## src/rtl/mem_dma_pkg.sv

```systemverilog
// mem_dma_pkg: shared definitions for the mem_dma block-move engine.
//   - FSM state encodings (ST_IDLE, ST_RD, ST_WR)
//   - RAM data and address widths
//   - addr_inc(): modulo-2^16 word-address increment
package mem_dma_pkg;

    localparam int DATA_W = 16;
    localparam int ADDR_W = 16;

    typedef enum logic [1:0] {
        ST_IDLE = 2'b00,
        ST_RD   = 2'b01,
        ST_WR   = 2'b10
    } state_t;

    // Wraps silently from 0xFFFF to 0x0000.
    function automatic logic [ADDR_W-1:0] addr_inc(input logic [ADDR_W-1:0] a);
        return a + {{(ADDR_W-1){1'b0}}, 1'b1};
    endfunction

endpackage

```

## src/rtl/mem_dma_ctr.sv

```systemverilog
// mem_dma_ctr: address and word counters for mem_dma.
// Ports:
//   clk, rst_n          clock, async active-low reset
//   load                latch src_in/dst_in/len_in, clear count
//   step                advance one word: src+1, dst+1, rem-1, count+1
//   src_in, dst_in      start addresses
//   len_in              word count to move
//   dst                 current destination address
//   src_next, dst_next  addresses of the following word (wrapping)
//   count               words written so far
//   last                remaining-word counter equals 1
module mem_dma_ctr
    import mem_dma_pkg::*;
#(
    parameter int LEN_W = 16
) (
    input  logic              clk,
    input  logic              rst_n,
    input  logic              load,
    input  logic              step,
    input  logic [ADDR_W-1:0] src_in,
    input  logic [ADDR_W-1:0] dst_in,
    input  logic [LEN_W-1:0]  len_in,
    output logic [ADDR_W-1:0] dst,
    output logic [ADDR_W-1:0] src_next,
    output logic [ADDR_W-1:0] dst_next,
    output logic [LEN_W-1:0]  count,
    output logic              last
);

    localparam logic [LEN_W-1:0] LEN_ONE  = {{(LEN_W-1){1'b0}}, 1'b1};
    localparam logic [LEN_W-1:0] LEN_ZERO = {LEN_W{1'b0}};

    logic [ADDR_W-1:0] src_r;
    logic [ADDR_W-1:0] dst_r;
    logic [LEN_W-1:0]  rem_r;
    logic [LEN_W-1:0]  count_r;

    // Counter registers: load at start, step once per completed write.
    always_ff @(posedge clk or negedge rst_n) begin
        if (!rst_n) begin
            src_r   <= {ADDR_W{1'b0}};
            dst_r   <= {ADDR_W{1'b0}};
            rem_r   <= LEN_ZERO;
            count_r <= LEN_ZERO;
        end else if (load) begin
            src_r   <= src_in;
            dst_r   <= dst_in;
            rem_r   <= len_in;
            count_r <= LEN_ZERO;
        end else if (step) begin
            src_r   <= addr_inc(src_r);
            dst_r   <= addr_inc(dst_r);
            rem_r   <= rem_r - LEN_ONE;
            count_r <= count_r + LEN_ONE;
        end else begin
            src_r   <= src_r;
            dst_r   <= dst_r;
            rem_r   <= rem_r;
            count_r <= count_r;
        end
    end

    assign dst      = dst_r;
    assign src_next = addr_inc(src_r);
    assign dst_next = addr_inc(dst_r);
    assign count    = count_r;
    assign last     = (rem_r == LEN_ONE);

endmodule

```

## src/rtl/mem_dma.sv

```systemverilog
// mem_dma: single-word-at-a-time block copy engine driving a synchronous RAM port.
// Configuration macro: MEM_DMA_FILL_EN adds a fill mode (i_fill, i_fill_val) that
// writes a constant at one word per cycle without reading.
// Ports:
//   i_clk, i_rst_n        clock, async active-low reset
//   i_start, i_abort      start request (IDLE only), stop after current cycle
//   i_src, i_dst, i_len   transfer parameters, sampled at start
//   o_ce, o_we, o_addr    RAM control/address (registered)
//   o_w_data              RAM write data (combinational from i_r_data in WR)
//   i_r_data              RAM read data, one cycle after the read address
//   o_busy, o_done        in RD/WR, one-cycle end-of-transfer pulse
//   o_count               words written in the current/last transfer
module mem_dma
    import mem_dma_pkg::*;
#(
    parameter int LEN_W = 16
) (
    input  logic              i_clk,
    input  logic              i_rst_n,
    input  logic              i_start,
    input  logic              i_abort,
    input  logic [ADDR_W-1:0] i_src,
    input  logic [ADDR_W-1:0] i_dst,
    input  logic [LEN_W-1:0]  i_len,
`ifdef MEM_DMA_FILL_EN
    input  logic              i_fill,
    input  logic [DATA_W-1:0] i_fill_val,
`endif
    output logic              o_ce,
    output logic              o_we,
    output logic [ADDR_W-1:0] o_addr,
    output logic [DATA_W-1:0] o_w_data,
    input  logic [DATA_W-1:0] i_r_data,
    output logic              o_busy,
    output logic              o_done,
    output logic [LEN_W-1:0]  o_count
);

    state_t            state_r;
    logic              ce_r;
    logic              we_r;
    logic [ADDR_W-1:0] addr_r;
    logic              busy_r;
    logic              done_r;
    logic              load_s;
    logic              step_s;
    logic [ADDR_W-1:0] dst_s;
    logic [ADDR_W-1:0] src_next_s;
    logic [ADDR_W-1:0] dst_next_s;
    logic              last_s;
    logic [DATA_W-1:0] w_data_s;
`ifdef MEM_DMA_FILL_EN
    logic              fill_r;
    logic [DATA_W-1:0] fill_val_r;
`endif

    // Abort beats start in IDLE; a zero-length start still loads (clears o_count).
    assign load_s = (state_r == ST_IDLE) && i_start && !i_abort;
    assign step_s = (state_r == ST_WR);

    mem_dma_ctr #(.LEN_W(LEN_W)) u_ctr (
        .clk      (i_clk),
        .rst_n    (i_rst_n),
        .load     (load_s),
        .step     (step_s),
        .src_in   (i_src),
        .dst_in   (i_dst),
        .len_in   (i_len),
        .dst      (dst_s),
        .src_next (src_next_s),
        .dst_next (dst_next_s),
        .count    (o_count),
        .last     (last_s)
    );

    // Control FSM; bus outputs are computed for the state being entered.
    always_ff @(posedge i_clk or negedge i_rst_n) begin
        if (!i_rst_n) begin
            state_r <= ST_IDLE;
            ce_r    <= 1'b0;
            we_r    <= 1'b0;
            addr_r  <= {ADDR_W{1'b0}};
            busy_r  <= 1'b0;
            done_r  <= 1'b0;
`ifdef MEM_DMA_FILL_EN
            fill_r     <= 1'b0;
            fill_val_r <= {DATA_W{1'b0}};
`endif
        end else begin
            done_r <= 1'b0;
            case (state_r)
                ST_IDLE: begin
                    if (load_s) begin
                        if (i_len == {LEN_W{1'b0}}) begin
                            done_r <= 1'b1;
                        end else begin
                            busy_r <= 1'b1;
                            ce_r   <= 1'b1;
`ifdef MEM_DMA_FILL_EN
                            fill_r     <= i_fill;
                            fill_val_r <= i_fill_val;
                            if (i_fill) begin
                                state_r <= ST_WR;
                                we_r    <= 1'b1;
                                addr_r  <= i_dst;
                            end else begin
                                state_r <= ST_RD;
                                we_r    <= 1'b0;
                                addr_r  <= i_src;
                            end
`else
                            state_r <= ST_RD;
                            we_r    <= 1'b0;
                            addr_r  <= i_src;
`endif
                        end
                    end
                end
                ST_RD: begin
                    if (i_abort) begin
                        // Read is discarded; no write follows.
                        state_r <= ST_IDLE;
                        ce_r    <= 1'b0;
                        we_r    <= 1'b0;
                        busy_r  <= 1'b0;
                        done_r  <= 1'b1;
                    end else begin
                        state_r <= ST_WR;
                        we_r    <= 1'b1;
                        addr_r  <= dst_s;
                    end
                end
                ST_WR: begin
                    if (i_abort || last_s) begin
                        state_r <= ST_IDLE;
                        ce_r    <= 1'b0;
                        we_r    <= 1'b0;
                        busy_r  <= 1'b0;
                        done_r  <= 1'b1;
                    end else begin
`ifdef MEM_DMA_FILL_EN
                        if (fill_r) begin
                            addr_r <= dst_next_s;
                        end else begin
                            state_r <= ST_RD;
                            we_r    <= 1'b0;
                            addr_r  <= src_next_s;
                        end
`else
                        state_r <= ST_RD;
                        we_r    <= 1'b0;
                        addr_r  <= src_next_s;
`endif
                    end
                end
                default: begin
                    state_r <= ST_IDLE;
                    ce_r    <= 1'b0;
                    we_r    <= 1'b0;
                    busy_r  <= 1'b0;
                end
            endcase
        end
    end

    // Write data: RAM read latency is one cycle, so pass i_r_data straight through in WR.
    always_comb begin
        w_data_s = {DATA_W{1'b0}};
        if (state_r == ST_WR) begin
`ifdef MEM_DMA_FILL_EN
            if (fill_r) begin
                w_data_s = fill_val_r;
            end else begin
                w_data_s = i_r_data;
            end
`else
            w_data_s = i_r_data;
`endif
        end else begin
            w_data_s = {DATA_W{1'b0}};
        end
    end

    assign o_ce     = ce_r;
    assign o_we     = we_r;
    assign o_addr   = addr_r;
    assign o_w_data = w_data_s;
    assign o_busy   = busy_r;
    assign o_done   = done_r;

endmodule

```

## config.mk

```make
export PLATFORM = sky130hd
export DESIGN_NAME = mem_dma
export DESIGN_NICKNAME = d
export VERILOG_FILES = /design/src/rtl/mem_dma_pkg.sv /design/src/rtl/mem_dma_ctr.sv /design/src/rtl/mem_dma.sv
export SDC_FILE = /design/constraint.sdc
export NUM_CORES = 1
export LEC_CHECK = 0
export BUFFER_PORTS_ARGS = -buffer_cell sky130_fd_sc_hd__buf_4
export CORE_ASPECT_RATIO = 0.7
export CORE_MARGIN = 2
export CORE_UTILIZATION = 35
export CTS_CLUSTER_SIZE = 24
export DETAILED_ROUTE_END_ITERATION = 6
export GPL_TIMING_DRIVEN = 1
export MAX_ROUTING_LAYER = met4
export PLACE_DENSITY = 0.53
export SYNTH_ARGS = -nofsm -noshare
export SYNTH_HDL_FRONTEND = slang
export SYNTH_SLANG_ARGS = --single-unit
```

## constraint.sdc

```tcl
create_clock -name i_clk -period 2.55 [get_ports i_clk]
set_input_delay 0.1275 -clock i_clk [delete_from_list [all_inputs] [get_ports i_clk]]
set_output_delay 0.1275 -clock i_clk [all_outputs]
set_load 0.005 [all_outputs]
```

== Word-level counts from Yosys, hierarchy flattened ==
Cells that the tools add are included.

* Multiplexer cells: 33
* Add/subtract/negate cells: 4
* $lt $le $gt $ge: 0
* Shift-type cells: 0
* Reductions and logical operators: 11
* Bitwise logic cells: 0
* Equality and inequality tests: 9
* $mul: 0
* Divide/modulo/power cells: 0

{| class="wikitable"
|+ Operators with widths
! kind !! number
|-
| 16-bit 2-to-1 mux || 13
|-
| 16-bit by 1-bit adder with 16-bit output (second input constant) || 3
|-
| 16-bit one-hot mux with 3 select lines || 1
|-
| 16-bit by 1-bit equality test with 1-bit output (second input constant) || 1
|-
| 16-bit logical NOT || 1
|-
| 16-bit by 1-bit subtractor with 16-bit output (second input constant) || 1
|-
| 1-bit 2-to-1 mux || 12
|-
| 2-bit inequality test (second input constant) || 5
|-
| 2-bit 2-to-1 mux || 3
|-
| 1-bit one-hot mux with 3 select lines || 2
|-
| 2-bit one-hot mux with 3 select lines || 1
|-
| 5-bit AND reduction || 1
|-
| 4-bit AND reduction || 1
|-
| 3-bit nonzero test || 1
|-
| 2-bit by 1-bit equality test with 1-bit output (second input constant) || 1
|-
| 2-bit equality test (second input constant) || 1
|-
| 1-bit logical AND || 2
|-
| 2-bit logical NOT || 1
|-
| 2-bit by 1-bit inequality test with 1-bit output (second input constant) || 1
|-
| 1-bit one-hot mux with 2 select lines || 1
|-
| 2-bit AND reduction || 1
|-
| 2-bit nonzero test || 1
|-
| 1-bit logical NOT || 1
|-
| 1-bit logical OR || 1
|}

* Bits in read-only memories: 0
* Latch bits: 0
* Input port bits: 68
* Bits in registers: 85
* Memory bits (writable): 0
* Output and inout port bits: 52
* Memories kept: 0

== Logic depth before layout (Yosys ltp) ==
Gate-level depths: netlist of the first run.

* Word-level depth: 5
* Depth in mapped cells: 9
* Depth with buffers taken out: 7

== Hierarchy ==
A second synthesis of the first run with hierarchy kept.

* Cell total of the unflattened synthesis: 605
* Area total of the unflattened synthesis: 5370.2 um^2

{| class="wikitable"
|+ Modules (own cells, without submodules)
! module !! instances !! cells each !! area an instance (um^2) !! sequential area each (um^2)
|-
| mem_dma_ctr || 1 || 458 || 3932.5 || 1601.5
|-
| mem_dma || 1 || 147 || 1437.6 || 525.5
|}

== Worst setup path before layout of the first run ==
No wires, ideal clock.

* Path type: reg-to-reg
* Start: reg state_r[0]
* End: reg addr_r[10] (netlist: o_addr[10])
* Required time: 2425 ps
* Library setup time: 125 ps
* Slack: 401 ps
* Data arrival time: 2024 ps
* Cell stages (with the launch flop): 10
* Buffers on the path: 2
* Path through: dfrtp_1 -> inv_1 -> ha_1 -> nand2_1 -> or2_0 -> buf_2 -> o31a_1 -> nor2_2 -> buf_6 -> mux2_4

* Word-level cells in the longest chain between the ends: 5
* Elaborated cells on any way between the ends: 12
* Those cells by class: eq/ne (6); mux (1); reduce/logical (5)

{| class="wikitable"
|+ RTL lines
! item !! RTL line !! text
|-
| start, declared || mem_dma.sv:39 || <nowiki>state_t state_r;</nowiki>
|-
| start signal, assigned || mem_dma.sv:79 || <nowiki>state_r <= ST_IDLE;</nowiki>
|-
| start signal, assigned || mem_dma.sv:112 || <nowiki>state_r <= ST_RD;</nowiki>
|-
| start signal, assigned || mem_dma.sv:122 || <nowiki>state_r <= ST_IDLE;</nowiki>
|-
| 2-bit logical NOT || mem_dma.sv:58, mem_dma.sv:91 ||
|-
| 1-bit logical AND (2 in a row) || mem_dma.sv:58 || <nowiki>assign load_s = (state_r == ST_IDLE) && i_start && !i_abort;</nowiki>
|-
| 2-bit inequality test (no source line) || -- ||
|-
| 5-bit AND reduction (no source line) || -- ||
|-
| end signal, assigned || mem_dma.sv:82 || <nowiki>addr_r <= {ADDR_W{1'b0}};</nowiki>
|-
| end signal, assigned || mem_dma.sv:114 || <nowiki>addr_r <= i_src;</nowiki>
|-
| end signal, assigned || mem_dma.sv:130 || <nowiki>addr_r <= dst_s;</nowiki>
|-
| end, declared || mem_dma.sv:42 || <nowiki>logic [ADDR_W-1:0] addr_r;</nowiki>
|}

Parallel ways exist; a longest one is shown, timed or not.
A chain may end at the register's enable or synchronous reset.

== Worst setup path in the final report of the first run ==
* Start: reg state_r[0]
* End: reg addr_r[15] (netlist: o_addr[15])

Same word-level chain as after synthesis.

==> impl_metrics.toml, run 1 <==
[status]
status = "completed"

[logic_synthesis]
synth_edf_count = 0
synth_ff_type = "dfrtp_1"
ys_types = 49
ys_seq_area_frac = 0.424
avgSynthCellArea_um2 = 8.95
syn_inst = 561
synth_fp_nets = 639
syn_area_um2 = 5020
async_reset_ff_frac = 1.00
synth_seq_cells = 85
yosysWarnings = 0

[die]
die_w_um = 147
initial_core_util = 0.359
std_cell_rows = 36
fp.coreArea_um2 = 14000
ioPinCount = 120
fp.dieH_um = 104
dieArea_um2 = 15300

[final_layout]
diodes = 0
final_common_cell = "buf_4"
syn_to_final_growth_pct = 32.2
fin_area_um2 = 6640
layout-drive-gt1-share = 0.249
nets = 765
nFillCells = 1390
mostFrequentLayoutCells = "buf_4 (132), dfrtp_1 (85), nand2_1 (77), o21ai_0 (58), nor2_1 (40)"

[power_and_ir_drop]
p_switching_w = 0.00272
powerDensity_nw_per_um2 = 1070
total_power_w = 0.00713
internal_power_w = 0.00441
seq_power_share = 0.363
worst_ir_drop_vdd_uv = 503
leakagePower_nw = 2.85
netSwitchingFraction = 0.381
p_clk_frac = 0.218
comb_power_share = 0.419

[placed_design]
dp_slack_ns = 0.243
portBuffers = 119
dpl.hpwl_mm = 10.5
placed_area_um2 = 6130
globalplace.congestion = 0.889

[drt]
first_pass_iters = 5
drtAntennaViolNets = 0
dr_total_vias = 4469
wire_per_inst_um = 16.2
drc = 0
drt_iter0_markers = 398
drt-total-wl_mm = 14.3
via_per_inst = 5.07

[global_routing]
grt_max_degree = 71
grt_pass1_vias = 4404
antenna_found_initial = 0
grt_use_total = 0.198
grt_pass1_wl_mm = 23.6
overflow = 0

[clock_tree]
htreeDepth = 3
cts_made_buffers = 9
ctsResizeCount = 0
cts_sinks = 85
cts_tree = "built"
path_clk_slew_ns = 0.06
post_cts_buffers = 0
clk_path_buf_depth = 2
clock-root-buffer = "clkbuf_16"
clock_latency_ns = 0.34

[setup_path]
cp_cell_sequence = "inv_1 -> ha_1 -> nand2_1 -> or2_0 -> o31a_1 -> nor2_2 -> buf_4 -> mux2_2"
reg2regPathDepth = 8
cp.arrival_ns = 2.55
max_stage_delay_ns = 0.43
crit_path_start_kind = "flip-flop"
cpMaxStageDelayCell = "dfrtp_1"
endpoint_kind = "flip-flop"
cp_max_fo = 12
path_class = "reg -> reg"
worst_ep_required_time_ns = 2.77

[sta]
slew_headroom = 0.577
worst_pin_slew_ns = 0.634
max_freq_mhz = 429
rsz0062_at_grt = "no"
period_needed_ns = 2.33
finalCritPeriodShare = 0.914
final_max_slew_viol_count = 0
setup_tns_ns = 0
setup_viol = 0
hold_ws_ns = 0.00494
layout_setup_ws_ns = 0.219
clock_skew_ns = 0.00776
hold_viol = 0

[flow_run]
max-cap-violations = 0

[min_path]
hp-class = "in -> reg"
hold_path_depth = 3
## final timing paths
path | start | end | slack, ns
max | state_r[0]$_DFFE_PN0P_ | o_addr[15]$_DFFE_PN0P_ | 0.22
min | i_len[10] | u_ctr.rem_r[10]$_DFFE_PN0P_ | 0.005
max reg2reg | state_r[0]$_DFFE_PN0P_ | o_addr[15]$_DFFE_PN0P_ | 0.22
min reg2reg | o_addr[0]$_DFFE_PN0P_ | o_addr[0]$_DFFE_PN0P_ | 0.51
max in group asynchronous | i_rst_n | u_ctr.src_r[12]$_DFFE_PN0P_ | 1.61
min in group asynchronous | i_rst_n | u_ctr.rem_r[8]$_DFFE_PN0P_ | 0.28
## synth_stat cells (2+ instances only)
cell type / instances / area share
dfrtp_1: 85 / 0.42
nand2_1: 77 / 0.058
o21ai_0: 58 / 0.058
nor2_1: 41 / 0.031
xnor2_1: 35 / 0.061
xor2_1: 32 / 0.056
clkbuf_1: 25 / 0.019
nand3_1: 24 / 0.024
nand4_1: 21 / 0.026
and2_1: 16 / 0.020
nor3_1: 16 / 0.016
inv_1: 14 / 0.010
a21oi_1: 12 / 0.012
ha_1: 10 / 0.025
mux2_4: 10 / 0.030
nor4_1: 8 / 0.010
and4_1: 7 / 0.012
buf_2: 6 / 0.0060
mux2_2: 6 / 0.013
and3_1: 5 / 0.0062
a22oi_1: 4 / 0.0060
a31oi_1: 4 / 0.0050
o221ai_1: 4 / 0.0070
or3_1: 4 / 0.0050
mux2i_1: 3 / 0.0060
nor3b_1: 3 / 0.0045
o21ai_1: 3 / 0.0030
o31ai_1: 3 / 0.0045
buf_4: 2 / 0.0030
nor2b_1: 2 / 0.0025
o2111ai_1: 2 / 0.0035
or4_1: 2 / 0.0030
## stage by stage
| step | std cells | utilization |
|---|---|---|
| global route | 881 | 0.475 |
| floorplan | 561 | - |
| finish | 881 | 0.475 |
| global placement | 850 | 0.439 |
| detailed placement | 850 | 0.439 |
| CTS | 881 | 0.475 |
## what timing repair did
action                                  4_1_cts  5_1_grt
endpoints found under the hold margin        49        0
hold buffers                                 16        0
endpoints found under the setup margin        0        0
## layer usage
metal  GRT usage  vias to the layer above  wire [µm]
met5           -                        -          0
met4      0.0316                        0        116
met3      0.0447                       12        752
met2       0.268                      113       5920
met1       0.303                     2149       7490
li1            -                     2195          -
## power groups by stage
stage	combinational [W]	sequential (W)	clock (W)
final	0.00299	0.00259	0.00155
after global placement	0.00290	0.00258	0
after detailed placement	0.00294	0.00260	0
after global routing	0.00334	0.00269	0.00165
after CTS	0.00299	0.00258	0.00159
after floorplan	0.00208	0.00237	0
## sequential cells by signal (all words and copies together), names as in the netlist
signal,cells
u_ctr.count,16
o_busy,1
u_ctr.src_r,16
u_ctr.dst,16
o_done,1
o_addr,16
state_r,2
u_ctr.rem_r,16
o_we,1
## critical path: cells and delay by family, from the launching register on
kind	cells	cell delay, ns
simple gates	3	0.47
flops	1	0.43
buf+inv	2	0.37
mux	1	0.37
compound gates	1	0.35
fa+ha+maj	1	0.22
## cell families after synthesis
family	after synthesis	share of synthesized area
muxes	19	0.0494
xor gates and xnor gates	67	0.117
buffers and inverters	49	0.0411
AOI/OAI and AO/OA	98	0.114
and+or+nand+nor	233	0.230
DFF	85	0.424
adders and majority gates	10	0.0249
## area by class of cell
class	instances	area [µm²]	area share
Multi-Input combinational cell	427	2700	0.406
Clock buffer	11	253	0.0381
Timing Repair Buffer	149	1170	0.176
Clock inverter	4	95.1	0.0143
Inverter	15	56.3	0.00848
Tap cell	190	238	0.0358
Sequential cell	85	2130	0.321
No activity file was read; power rests on OpenSTA's default activity.
==> inputs of run 2 (changes only) <==
RECOVER_POWER = 50   (was unset)
==> impl_metrics.toml, run 2 (synthesis gave the netlist of run 1 again) <==
[final_layout]
fin_area_um2 = 6610
mostFrequentLayoutCells = "buf_4 (102), dfrtp_1 (85), nand2_1 (77), o21ai_0 (58), nor2_1 (40)"
nets = 765
diodes = 0
final_common_cell = "buf_4"
final_util = 0.474
layout-drive-gt1-share = 0.246
syn_to_final_growth_pct = 31.8
nFillCells = 1391

[setup_path]
worst_ep_required_time_ns = 2.77
path_class = "reg -> reg"
cpMaxStageDelayCell = "dfrtp_1"
cp_cell_sequence = "inv_1 -> ha_1 -> nand2_1 -> or2_0 -> o31a_1 -> nor2_2 -> buf_4 -> mux2_2"
cp_max_fo = 12
max_stage_delay_ns = 0.42
crit_path_start_kind = "flip-flop"
endpoint_kind = "flip-flop"
cp.arrival_ns = 2.55

[clock_tree]
cts_made_buffers = 9
clock-root-buffer = "clkbuf_16"
ctsHoldBuffers = 16
ctsResizeCount = 0
clock_latency_ns = 0.34
clk_path_buf_depth = 2
post_cts_buffers = 0
cts_sinks = 85
path_clk_slew_ns = 0.07
cts_tree = "built"
htreeDepth = 3

[sta]
hold_ws_ns = 0.00239
setup_tns_ns = 0
period_needed_ns = 2.33
setup_viol = 0
rsz0062_at_grt = "no"
worst_pin_slew_ns = 0.937
clock_skew_ns = 0.00808
finalCritPeriodShare = 0.914
slew_headroom = 0.376
final_max_slew_viol_count = 0
hold_viol = 0
max_freq_mhz = 429

[global_routing]
antenna_found_initial = 0
grt_pass1_vias = 4404
grt_max_degree = 71
grt_use_total = 0.198
overflow = 0
grt_pass1_wl_mm = 23.6

[drt]
wire_per_inst_um = 16.2
drt_iter0_markers = 396
drc = 0
drtAntennaViolNets = 0
via_per_inst = 5.05
dr_total_vias = 4451
drt-total-wl_mm = 14.2
first_pass_iters = 5

[power_and_ir_drop]
powerDensity_nw_per_um2 = 1080
leakagePower_nw = 2.83
worst_ir_drop_vdd_uv = 502

[flow_run]
max-cap-violations = 0

[die]
fp.coreArea_um2 = 14000
fp.dieH_um = 104
die_w_um = 147
std_cell_rows = 36
ioPinCount = 120
initial_core_util = 0.359
dieArea_um2 = 15300

[placed_design]
dpl.hpwl_mm = 10.5
globalplace.congestion = 0.889
portBuffers = 119
placed_area_um2 = 6130

[status]
status = "completed"

[min_path]
hp-class = "in -> reg"
run 2: cell types whose count changed in the layout (fill, tap and decap cells not counted), sizes merged:
| cell | delta |
|---|---|
| buf | -31 |
| clkbuf | +31 |
run 2: path summary, 6_finish.rpt:
path,end,cells after the start,startpoint,slack (ns)
worst max-delay path,o_addr[15]$_DFFE_PN0P_,8,state_r[1]$_DFFE_PN0P_,0.22
max in group asynchronous,u_ctr.src_r[12]$_DFFE_PN0P_,3,i_rst_n,0.76
worst max register to register,o_addr[15]$_DFFE_PN0P_,8,state_r[1]$_DFFE_PN0P_,0.22
worst min-delay path,u_ctr.rem_r[10]$_DFFE_PN0P_,3,i_len[10],0.002
worst min register to register,o_addr[0]$_DFFE_PN0P_,1,o_addr[0]$_DFFE_PN0P_,0.51
min in group asynchronous,u_ctr.rem_r[8]$_DFFE_PN0P_,2,i_rst_n,0.44
run 2: per-stage QoR:
stage / total power, W / std cells / worst slack, ns
5_1_grt: 0.00766 / 881 / 0.0180
4_1_cts: 0.00716 / 881 / 0.212
2_1_floorplan: 0.00445 / 561 / 0.401
3_3_place_gp: 0.00547 / 850 / 0.315
6_report: 0.00711 / 881 / 0.220
3_5_place_dp: 0.00554 / 850 / 0.243
run 2: area by class of cell:
class,instances,area [µm²],share of cell area
clock buffers,11,253,0.0382
clock inverters,4,95.1,0.0144
inverters,15,56.3,0.00851
multi-input cells,427,2700,0.408
flip-flops and latches,85,2130,0.322
well taps,190,238,0.0359
repair buffers,149,1150,0.174
run 2: metal layers:
metal / GRT usage / wire length, µm / vias up / part of all wire
met5: - / 0 / - / 0
met4: 0.0316 / 125 / 0 / 0.0088
met3: 0.0447 / 802 / 14 / 0.056
met2: 0.268 / 5890 / 115 / 0.41
met1: 0.303 / 7410 / 2129 / 0.52
li1: - / - / 2193 / -
run 2: worst max-delay path, delay by kind of cell, from the launching register on:
kind	cells	cell delay, ns
buf+inv	2	0.38
fa+ha+maj	1	0.23
mux	1	0.37
simple gates	3	0.47
compound gates	1	0.35
flops	1	0.42
run 2: report_power, final:
group / switching (W) / internal [W]
registers: 0.000666 / 0.00192
logic: 0.00150 / 0.00147
clock network: 0.000554 / 0.00100
==> inputs of run 3 (changes only) <==
CORE_ASPECT_RATIO = 0.8   (was 0.7)
==> impl_metrics.toml, run 3 (synthesis gave the netlist of run 1 again) <==
[status]
status = "completed"

[clock_tree]
htreeDepth = 3
clk_path_buf_depth = 2
clock-root-buffer = "clkbuf_16"
cts_tree = "built"
clock_latency_ns = 0.35
path_clk_slew_ns = 0.06
cts_sinks = 85
cts_made_buffers = 9
ctsResizeCount = 0

[setup_path]
crit_path_start_kind = "flip-flop"
path_class = "reg -> reg"
max_stage_delay_ns = 0.42
cpMaxStageDelayCell = "dfrtp_1"
reg2regPathDepth = 8
r2r-end = "o_addr[15]$_DFFE_PN0P_"
cp_cell_sequence = "inv_1 -> ha_1 -> nand2_1 -> or2_0 -> o31a_1 -> nor2_2 -> buf_4 -> mux2_2"
endpoint_kind = "flip-flop"
timing.rr.start = "state_r[1]$_DFFE_PN0P_"
r2r_slack_ns = 0.20
cp.arrival_ns = 2.58
worst_ep_required_time_ns = 2.78
cp_max_fo = 12

[sta]
worst_pin_slew_ns = 1.14
hold_viol = 0
finalCritPeriodShare = 0.921
hold_ws_ns = 0.00929
period_needed_ns = 2.35
clock_skew_ns = 0.00567
slew_headroom = 0.242
rsz0062_at_grt = "no"
setup_tns_ns = 0
setup_viol = 0
max_freq_mhz = 426
final_max_slew_viol_count = 0

[die]
initial_core_util = 0.355
ioPinCount = 120
fp.dieH_um = 111
std_cell_rows = 39
die_w_um = 138
fp.coreArea_um2 = 14200
dieArea_um2 = 15300

[min_path]
holdPathEnd = "u_ctr.rem_r[7]$_DFFE_PN0P_"
hp-class = "in -> reg"
hold_path_depth = 3
worstHoldStart = "i_len[7]"

[placed_design]
globalplace.congestion = 0.912
portBuffers = 119
dpl.hpwl_mm = 9.79

[drt]
drc = 0
via_per_inst = 5.01
drt-total-wl_mm = 13.5
wire_per_inst_um = 15.3
dr_total_vias = 4433
first_pass_iters = 7
drtAntennaViolNets = 0
drt_iter0_markers = 306

[power_and_ir_drop]
leakagePower_nw = 2.84
worst_ir_drop_vdd_uv = 406
powerDensity_nw_per_um2 = 1030

[global_routing]
overflow = 0
grt_max_degree = 108
grt_use_total = 0.190
antenna_found_initial = 0
grt_pass1_wl_mm = 22.0
grt_pass1_vias = 4264

[final_layout]
syn_to_final_growth_pct = 33.1
layout-drive-gt1-share = 0.241
mostFrequentLayoutCells = "buf_4 (90), dfrtp_1 (85), nand2_1 (77), o21ai_0 (58), nor2_1 (40)"
nFillCells = 1383
diodes = 0
final_common_cell = "buf_4"
nets = 773

[flow_run]
max-cap-violations = 0
==> run 3: changes by cell type in the layout (fill, tap and decap cells not counted), sizes merged <==
cell	delta
buf	-10
bufinv	-2
clkbuf	+10
clkinvlp	+1
dlygate4sd3	+10
==> run 3: what timing repair did <==
action | CTS | global route
hold buffers | 26 | 0
hold endpoints to repair | 68 | 0
buffers inserted | 0 | 0
==> run 3: area by class of cell <==
| class | count | area [µm²] | area share |
|---|---|---|---|
| multi-input combinational | 427 | 2700 | 0.404 |
| sequential | 85 | 2130 | 0.318 |
| timing repair buffer | 157 | 1260 | 0.188 |
| clock buffer | 13 | 270 | 0.0405 |
| tap | 184 | 230 | 0.0345 |
| inverter | 15 | 56.3 | 0.00843 |
| clock inverter | 3 | 42.5 | 0.00637 |
==> run 3: where the power goes <==
| group | leakage, nW | switching (W) | internal [W] | total [W] |
|---|---|---|---|---|
| Clock | 0.152 | 0.000540 | 0.000838 | 0.00138 |
| Combinational | 1.63 | 0.00145 | 0.00149 | 0.00293 |
| Sequential | 1.07 | 0.000661 | 0.00192 | 0.00258 |
| Total | 2.84 | 0.00265 | 0.00424 | 0.00689 |
==> run 3: critical path: cells and delay by family (launching register included) <==
| family | cells | cell delay (ns) |
|---|---|---|
| adders and majority gates | 1 | 0.24 |
| AOI/OAI and AO/OA | 1 | 0.36 |
| DFF | 1 | 0.42 |
| and+or+nand+nor | 3 | 0.47 |
| muxes | 1 | 0.37 |
| buffers and inverters | 2 | 0.39 |
==> run 3: through the flow <==
stage               instance area, µm²  utilization  total power (W)  instances  setup WS [ns]
floorplan                         5020            -          0.00445        561          0.401
global placement                  6120        0.432          0.00546        842          0.315
detailed placement                6120        0.432          0.00550        842          0.227
CTS                               6690        0.473          0.00697        884          0.210
global route                      6680        0.472          0.00743        884         0.0779
finish                            6680        0.472          0.00689        884          0.202
==> run 3: worst max-delay path by stage <==
stage	slack, ns	from	to	cells after the start
floorplan	0.40	state_r[0]$_DFFE_PN0P_	o_addr[10]$_DFFE_PN0P_	9
global placement	0.31	state_r[0]$_DFFE_PN0P_	o_addr[0]$_DFFE_PN0P_	8
detailed placement	0.23	state_r[1]$_DFFE_PN0P_	o_addr[0]$_DFFE_PN0P_	8
CTS	0.21	state_r[1]$_DFFE_PN0P_	o_addr[0]$_DFFE_PN0P_	8
global route	0.08	state_r[0]$_DFFE_PN0P_	u_ctr.count[9]$_DFFE_PN0P_	8
finish	0.20	state_r[1]$_DFFE_PN0P_	o_addr[15]$_DFFE_PN0P_	8
==> run 3: per-layer routing <==
metal  vias up  GRT usage  routed length (µm)
li1       2212          -                   -
met1      2089      0.281                6930
met2       116      0.258                5800
met3        16     0.0448                 623
met4         0     0.0517                 167
met5         -          -                   0
